### config.mk
export PLATFORM = sky130hd
export DESIGN_NAME = b_reg_wr_sched
export DESIGN_NICKNAME = d
export VERILOG_FILES = /design/src/rtl/b_sched_pkg.sv /design/src/rtl/b_scoreboard.sv /design/src/rtl/b_reg_wr_sched.sv
export SDC_FILE = /design/constraint.sdc
export NUM_CORES = 1
export LEC_CHECK = 0
export CAP_MARGIN = 20
export CORE_MARGIN = 3
export CORE_UTILIZATION = 47
export CTS_BUF_LIST = sky130_fd_sc_hd__clkbuf_2
export DETAILED_ROUTE_END_ITERATION = 16
export GPL_ROUTABILITY_DRIVEN = 0
export PLACE_DENSITY = 0.89
export SLEW_MARGIN = 20
export SYNTH_ARGS = -nofsm -noshare
export SYNTH_HDL_FRONTEND = slang
export SYNTH_SLANG_ARGS = --single-unit
### constraint.sdc
create_clock -name i_sys_clock -period 4.4 [get_ports i_sys_clock]
set_input_delay 0.88 -clock i_sys_clock [delete_from_list [all_inputs] [get_ports i_sys_clock]]
set_output_delay 0.88 -clock i_sys_clock [all_outputs]
set_load 0.1 [all_outputs]
### src/rtl/b_sched_pkg.sv
// b_sched_pkg: shared types and constants for the register-file write-port scheduler
package b_sched_pkg;
  typedef enum logic [1:0] {S_IDLE, S_WAIT, S_FORCE} state_e;
  typedef enum logic [1:0] {GNT_NONE, GNT_WB, GNT_LLU} gnt_e;
  localparam logic [4:0] REG_ZERO = 5'd0;
endpackage

### src/rtl/b_scoreboard.sv
// b_scoreboard: tracks LLU destinations still outstanding and flags decode hazards on them
module b_scoreboard
  import b_sched_pkg::*;
#(
  parameter int MAX_PENDING = 4
) (
  input  logic        clk,
  input  logic        rst_n,
  input  logic        issue_i,
  input  logic [4:0]  issue_addr_i,
  output logic        issue_ready_o,
  input  logic        clr_i,
  input  logic [4:0]  clr_addr_i,
  input  logic [4:0]  rs_addr_i,
  input  logic [4:0]  rt_addr_i,
  input  logic [4:0]  dst_addr_i,
  output logic        hazard_o,
  output logic [31:0] pending_o
);
  localparam int CW = $clog2(MAX_PENDING + 1);
  localparam logic [CW-1:0] MAXC = CW'(MAX_PENDING);
  logic [31:0]   pend_q, pend_d;
  logic [CW-1:0] cnt_q, cnt_d;
  logic          set, clr;
  assign issue_ready_o = rst_n & ~pend_q[issue_addr_i] & (cnt_q < MAXC);
  assign set = issue_i & issue_ready_o & (issue_addr_i != REG_ZERO);
  // only a pending destination is retired; stray transfers leave the count intact
  assign clr = clr_i & pend_q[clr_addr_i];
  always_comb begin
    pend_d = pend_q;
    if (clr) pend_d[clr_addr_i] = 1'b0;
    if (set) pend_d[issue_addr_i] = 1'b1;
    pend_d[0] = 1'b0;
    cnt_d = cnt_q + CW'(set) - CW'(clr);
  end
  always_ff @(posedge clk or negedge rst_n) begin
    if (!rst_n) begin
      pend_q <= '0;
      cnt_q  <= '0;
    end else begin
      pend_q <= pend_d;
      cnt_q  <= cnt_d;
    end
  end
  assign hazard_o = rst_n & ((rs_addr_i  != REG_ZERO & pend_q[rs_addr_i]) |
                             (rt_addr_i  != REG_ZERO & pend_q[rt_addr_i]) |
                             (dst_addr_i != REG_ZERO & pend_q[dst_addr_i]));
  assign pending_o = pend_q;
endmodule

### src/rtl/b_reg_wr_sched.sv
// b_reg_wr_sched: shares the register-file write port between WB and the LLU with bounded LLU wait
module b_reg_wr_sched
  import b_sched_pkg::*;
#(
  parameter int MAX_WAIT    = 4,
  parameter int MAX_PENDING = 4,
  parameter int DATA_W      = 32
) (
  input  logic              i_sys_clock,
  input  logic              i_sys_reset,
  input  logic              i_wb_regwr,
  input  logic [4:0]        i_wb_addr,
  input  logic [DATA_W-1:0] i_wb_data,
  input  logic              i_llu_issue,
  input  logic [4:0]        i_llu_issue_addr,
  output logic              o_llu_issue_ready,
  input  logic              i_llu_valid,
  input  logic [4:0]        i_llu_addr,
  input  logic [DATA_W-1:0] i_llu_data,
  output logic              o_llu_ready,
  input  logic [4:0]        i_id_rs_addr,
  input  logic [4:0]        i_id_rt_addr,
  input  logic [4:0]        i_id_dst_addr,
  output logic              o_hazard,
  output logic              o_stall_wb,
  output logic [4:0]        o_b_reg_wr_addr,
  output logic [DATA_W-1:0] o_b_reg_wr_data,
  output logic              o_b_reg_regwr,
  output logic [31:0]       o_pending
);
  localparam int WCW = $clog2(MAX_WAIT + 1);
  localparam logic [WCW-1:0] WLIM = WCW'(MAX_WAIT - 1);
  state_e         state_q, state_d;
  gnt_e           gnt;
  logic [WCW-1:0] cnt_q, cnt_d;
  logic           stall_q, blocked, llu_ready;
  always_comb gnt = (state_q == S_FORCE) ? GNT_LLU :
                    i_wb_regwr           ? GNT_WB  :
                    i_llu_valid          ? GNT_LLU : GNT_NONE;
  assign blocked   = i_llu_valid & (gnt == GNT_WB);
  assign llu_ready = i_sys_reset & (gnt == GNT_LLU);
  // counter holds the number of blocked cycles already seen; the last allowed one forces
  always_comb begin
    state_d = S_IDLE;
    cnt_d   = '0;
    if (state_q != S_FORCE && blocked) begin
      state_d = (cnt_q == WLIM) ? S_FORCE : S_WAIT;
      cnt_d   = (cnt_q == WLIM) ? '0 : cnt_q + 1'b1;
    end
  end
  always_ff @(posedge i_sys_clock or negedge i_sys_reset) begin
    if (!i_sys_reset) begin
      state_q <= S_IDLE;
      cnt_q   <= '0;
      stall_q <= 1'b0;
    end else begin
      state_q <= state_d;
      cnt_q   <= cnt_d;
      stall_q <= (state_d == S_FORCE);
    end
  end
  assign o_stall_wb      = stall_q;
  assign o_llu_ready     = llu_ready;
  assign o_b_reg_wr_addr = (gnt == GNT_LLU) ? i_llu_addr : i_wb_addr;
  assign o_b_reg_wr_data = (gnt == GNT_LLU) ? i_llu_data : i_wb_data;
  assign o_b_reg_regwr   = i_sys_reset & (((gnt == GNT_WB) & (i_wb_addr != REG_ZERO)) |
                                          (llu_ready & i_llu_valid & (i_llu_addr != REG_ZERO)));
  b_scoreboard #(.MAX_PENDING(MAX_PENDING)) u_sb (
    .clk          (i_sys_clock),
    .rst_n        (i_sys_reset),
    .issue_i      (i_llu_issue),
    .issue_addr_i (i_llu_issue_addr),
    .issue_ready_o(o_llu_issue_ready),
    .clr_i        (i_llu_valid & llu_ready),
    .clr_addr_i   (i_llu_addr),
    .rs_addr_i    (i_id_rs_addr),
    .rt_addr_i    (i_id_rt_addr),
    .dst_addr_i   (i_id_dst_addr),
    .hazard_o     (o_hazard),
    .pending_o    (o_pending)
  );
endmodule
# Word-level counts from Yosys, hierarchy flattened
# Cells that the tools add are included.
[totals]
regBits = 40
elab_cells = 78
in_bits = 99
[classes]
n_reduce_logical = 9
order_cmp = 8
n_mux = 25
bitwise_logic = 22
n_eq_ne = 6
add_sub_neg = 3
[ops]
columns = ["cell", "count"]
rows = [
  ["two-way mux 32 bit", 3],
  ["AND 32 bit", 1],
  ["NOT 32 bit", 1],
  ["bitwise OR 32 bit", 1],
  ["less-than comparator 5 x 6 -> 1 bit (second input constant)", 5],
  ["nonzero test 5 bit", 6],
  ["binary-select mux 1 bit (select 5 bit)", 5],
  ["AND 1 bit", 15],
  ["demux 1 bit (select 5 bit)", 2],
  [">= comparator 5 x 1 -> 1 bit (second input constant)", 2],
  ["two-way mux 2 bit", 5],
  ["two-way mux 1 bit", 7],
  ["equality test 2 bit (second input constant)", 3],
  ["two-way mux 3 bit", 2],
  ["two-way mux 5 bit", 1],
  ["adder 3 x 1 -> 3 bit", 1],
  ["adder 3 x 1 -> 3 bit (second input constant)", 1],
  ["equality test 3 x 2 -> 1 bit (second input constant)", 1],
  ["logical AND 1 bit", 3],
  ["less-than comparator 3 bit (second input constant)", 1],
  ["bitwise OR 1 bit", 3],
  ["subtractor 3 x 1 -> 3 bit", 1],
  ["equality test 2 x 1 -> 1 bit (second input constant)", 1],
  ["inequality test 2 bit (second input constant)", 1],
  ["NOT 1 bit", 1],
]

# Depth between registers and ports, before layout
[depth]
word_depth = 10
depth_mapped = 13

# Cells and area by module
# A second synthesis with hierarchy kept.
[unflattened]
hier_cells = 357
area_unflattened_um2 = 3885.0
[modules_own_cells]
columns = ["mod", "area_each_um2", "instances", "cells_each"]
rows = [
  ["b_scoreboard", 3153.0, 1, 287],
  ["b_reg_wr_sched", 732.0, 1, 70],
]

# Worst setup path after synthesis
# No wires, ideal clock.
[synth_timing]
path_type = "input -> output"
from = "input port i_id_rt_addr[0]"
to = "output port o_hazard"
required_time_ps = 3520
cell_stages = 6
arrival_time_ps = 3576
setup_slack_ps = -56
cell_sequence = "clkbuf_1 -> nor2b_1 -> a221oi_1 -> a2111oi_0 -> a2111oi_0 -> a31oi_1"
[synth_via]
elab_chain_cells = 6
elab_cells_between_ends = 7
classes_between = "mux: 2; bitwise: 4; reduce/logical: 1"
[synth_lines]
columns = ["item", "line", "source"]
rows = [
  ["from (decl)", "b_reg_wr_sched.sv:22", "input logic [4:0] i_id_rt_addr,"],
  ["binary-select mux 1 bit (select 5 bit)", "b_scoreboard.sv:46", "(rt_addr_i != REG_ZERO & pend_q[rt_addr_i]) |"],
  ["two-way mux 1 bit (implied by the code)", "b_scoreboard.sv:46", ""],
  ["AND 1 bit *", "b_scoreboard.sv:46", ""],
  ["bitwise OR 1 bit *", "b_scoreboard.sv:45", "assign hazard_o = rst_n & ((rs_addr_i != REG_ZERO & pend_q[rs_addr_i]) |"],
  ["bitwise OR 1 bit *", "b_scoreboard.sv:46", ""],
  ["AND 1 bit *", "b_scoreboard.sv:45", ""],
  ["to (decl)", "b_reg_wr_sched.sv:24", "output logic o_hazard,"],
]
# Every way passes the cells marked *; elsewhere a longest branch is shown, timed or not. The select of a mux whose other input is x is not followed.

# Worst setup path in the final report
[layout_timing]
from = "input port i_id_rs_addr[0]"
to = "output port o_hazard"
[layout_via]
elab_chain_cells = 6
elab_cells_between_ends = 7
classes_between = "mux: 2; bitwise: 4; reduce/logical: 1"
[layout_lines]
columns = ["item", "line", "source"]
rows = [
  ["from (decl)", "b_reg_wr_sched.sv:21", "input logic [4:0] i_id_rs_addr,"],
  ["binary-select mux 1 bit (select 5 bit)", "b_scoreboard.sv:45", ""],
  ["two-way mux 1 bit (implied by the code)", "b_scoreboard.sv:45", ""],
  ["AND 1 bit *", "b_scoreboard.sv:45", ""],
  ["bitwise OR 1 bit *", "b_scoreboard.sv:45", ""],
  ["bitwise OR 1 bit *", "b_scoreboard.sv:46", ""],
  ["AND 1 bit *", "b_scoreboard.sv:45", ""],
]
# Marked as above.

==> results by group <==
Timing
  • Period utilisation layout: 97.4%
  • Unrepaired setup endpoints after global routing: no
  • Slew Viols, Final: 0
  • Min cycle time layout: roughly 4.3 ns
  • Setup violations, final: 0
  • Post-route setup TNS: 0 ns
  • Slew HR: 33.6%
  • Clock skew: 0.0376 ns
  • Peak Freq: 233 MHz
  • Fin. Hold Viols: 0
  • Worst-Margin Slew: between 0.9 and 1 ns

Critical path
  • Setup crit end kind: primary output
  • Flop2flop setup slack: 1.17 ns
  • CP delay by family, top: compound AO/OA/AOI/OAI gates
  • Setup crit start: i_id_rs_addr[0]
  • WS Path Type: in -> out
  • CP Capture Point: o_hazard
  • Worst reg2reg path endpoint: u_sb.cnt_q[2]$_DFF_PN0_
  • Critical Path AT: 3.40 ns
  • Worst r2r path cells: 10
  • WP buf/inv: 2
  • Critical Path Slowest Stage Cell: clkdlybuf4s50_1
  • CP Depth: 7
  • Critical Path RT: 3.52 ns
  • CP Launch Type: primary input
  • Crit-path max cell delay: just over 0.7 ns
  • FF-to-FF Start: u_sb.pending_o[26]$_DFF_PN0_
  • Cell Chain, Critical Path: clkdlybuf4s50_1 -> mux4_2 -> a32oi_1 -> o31ai_1 -> a2111oi_0 -> a31oi_2 -> buf_12
  • Critical path fanouts, max: 8

Layout
  • Footprint of the multi-input gates: ~0.0027 mm^2
  • Diodes inserted: 0
  • Synth-to-layout area growth: 48.3%
  • Final cell count without fillers: 637
  • Register area: 976 um^2
  • Final Net Count: approximately 640
  • Fill cells: 569
  • Share of cells above drive strength 1: around 27%

Placed design
  • PortBufs: 171
  • HPWL Detailed: 12600 um
  • Placed insts: 629

CTS
  • Max Root-Sink Buffers: 2
  • TritonCTS clock tree: yes
  • Clk slew on worst S/H paths: between 0.2 and 0.25 ns
  • Clk_lat worst skew: 0.43 ns
  • Post-CTS Resized: 0
  • Htree depth: 2
  • TritonCTS Buffers: 5
  • CTS root buffer: clkbuf_2
  • Setup bufs post-CTS: 0
  • Clock sink count: 39
  • CTS Hold Bufs: 0

Die
  • Die area: between 0.009 and 0.01 mm^2
  • Core box area: between 0.007 and 0.008 mm^2
  • DIE HEIGHT: approximately 97 um
  • Num rows: 32
  • IO Pins: 173
  • Initial Util: 49.3%
  • Die Width: 96.9 um

Pwr
  • Switching part of the total: 57.8%
  • Sequential share of power: 26.4%
  • Worst VDD drop: about 230 uV
  • Pwr Density: 460 mW/mm^2
  • Total Power: around 2.7 mW
  • Internal: 1.12 mW
  • Leak pwr: 2.36 nW
  • Combinational power share: 65.3%
  • Clock share of power: 8.3%
  • Switching power: around 1.5 mW

Yosys
  • EDFF count, synth: 0
  • Sequential area share after synthesis: 25.1%
  • Post-synthesis cell type count: 55
  • Asr flop ratio synth: 100%
  • Synth Flop Type: dfrtp_1
  • Flops & latches, synth: 39
  • Synth Instances: 365
  • Synthesized net count: about 470
  • Synthesized cell area: 0.00389 mm^2
  • Mean Syn Cell Area: 10.6 um^2
  • Number of synthesis warnings: 0

Detailed routing
  • Routed via count: 4337
  • Detailed-route wire length per cell: between 20 and 30 um
  • Final ANT Viol Nets: 0
  • DRT Wirelength: 16500 um
  • DR vias/cell: 6.81
  • Remaining DRCs: 0
  • Iteration-0 DRC Markers: between 600 and 700
  • Pre-antenna DRT Iters: 6

GRT
  • Initial antenna violation count: 0
  • First-pass GRT wire length: 25200 um
  • GRT overflow: 0
  • Largest net degree at the start of global routing: 41
  • Global-route usage over all layers: 33.9%
  • Vias in the first global route: 4370

Run status
  • Status: finished clean

Job
  • Max-cap viol count: 0

Hold path
  • Hold/Removal Path Class: in -> async
placed cells by master, fill, tap and decap left out, types with 5 or more instances in the layout:
master           Yosys  final
o2bb2ai_1           15     15
clkbuf_2             0      5
dfrtp_1             39     39
a32o_1              16     16
inv_1               12     12
o21ai_0             10     10
mux4_1               5      5
mux4_2              21     21
buf_12               1      5
nor2b_1             10     10
o21ai_1              7      7
a2111oi_0            6      6
and3b_1              5      5
and2_1               5      5
clkdlybuf4s50_1      0    129
and3_1              23     23
nand2_1             13     13
mux2_2              50     50
o2111ai_1           14     14
buf_4                1     55
mux2i_1             10     10
nor2_1              13     13
nor3b_1              6      6
state kept, by name, summed over array words and instances, names as in the netlist:
register / cells
state_q: 1
cnt_q: 3
o_stall_wb: 1
u_sb.cnt_q: 3
u_sb.pending_o: 31
kinds of logic after synthesis:
logic type	after synthesis	share of synthesized area, %
compound gates	100	21.4
simple gates	92	13.7
mux	87	32.9
buf+inv	40	4.80
flops	39	25.1
fa+ha+maj	4	1.48
xor+xnor	2	0.451
other cells	1	0.0965
stage by stage:
| stage | hold slack [ns] | utilization, % | cell area (um^2) | worst slack [ns] |
|---|---|---|---|---|
| finish | 0.470 | 73.1 | 5760 | 0.115 |
| global route | 0.473 | 73.1 | 5760 | 0.0626 |
| CTS | 0.458 | 73.1 | 5760 | 0.126 |
| detailed placement | 0.433 | 72.3 | 5700 | 0.0770 |
| global placement | 0.413 | 72.3 | 5700 | 0.223 |
| floorplan | 0.409 | - | 3890 | 0.111 |
power by group through the flow:
stage / clock network [mW] / logic [mW] / registers [mW]
2_1_floorplan: 0 / 0.714 / 1.14
3_3_place_gp: 0 / 1.69 / 0.682
3_5_place_dp: 0 / 1.72 / 0.685
4_1_cts: 0.218 / 1.72 / 0.675
5_1_grt: 0.239 / 1.79 / 0.696
6_report: 0.219 / 1.73 / 0.701
Yosys cell counts (all sizes together) (2+ instances only):
master	number	area (um^2)
a2111oi	6	52.6
o2111ai	14	123
a32oi	2	17.5
nand4	4	25.0
mux2i	10	100
mux2	51	574
dfrtp	39	976
nor3	3	15.0
and3b	5	43.8
inv	12	45.0
and3	23	144
nor2	13	48.8
a221o	3	30.0
a22o	4	35.0
clkbuf	16	60.1
nor3b	6	45.0
xnor2	2	17.5
o22ai	4	25.0
buf	12	81.3
o2bb2ai	15	131
nor2b	10	62.6
o21ai	17	85.1
and2	5	31.3
nand2b	4	25.0
a221oi	4	52.6
a22oi	2	15.0
nand2	13	48.8
nor4b	3	26.3
a32o	16	160
a21oi	3	15.0
ha	3	37.5
mux4	26	604
a311oi	2	23.8
worst min path at each step:
stage / startpoint / endpoint / slack (ns) / cells past startpoint
CTS: cnt_q[2]$_DFF_PN0_ / o_stall_wb$_DFF_PN0_ / 0.46 / 1
global placement: cnt_q[2]$_DFF_PN0_ / o_stall_wb$_DFF_PN0_ / 0.41 / 1
detailed placement: cnt_q[2]$_DFF_PN0_ / o_stall_wb$_DFF_PN0_ / 0.43 / 1
global route: cnt_q[2]$_DFF_PN0_ / o_stall_wb$_DFF_PN0_ / 0.47 / 1
finish: i_sys_reset / o_stall_wb$_DFF_PN0_ / 0.47 / 2
floorplan: cnt_q[2]$_DFF_PN0_ / o_stall_wb$_DFF_PN0_ / 0.41 / 1
per-layer routing:
metal / GRT usage (%) / share of wire, % / vias to the layer above
met5: 0 / 0 / -
li1: - / - / 1850
met2: 53.1 / 45 / 384
met4: 15.3 / 4.8 / 0
met1: 43.4 / 37 / 2016
met3: 9.95 / 13 / 87
area by class of cell:
type	count	area share, %
Clock buffer	5	0.434
Clock inverter	3	0.673
Inverter	12	0.782
Multi-Input combinational cell	286	47.6
Sequential cell	39	16.9
Tap cell	102	2.21
Timing Repair Buffer	190	31.4
No activity file was read; power rests on OpenSTA's default activity.
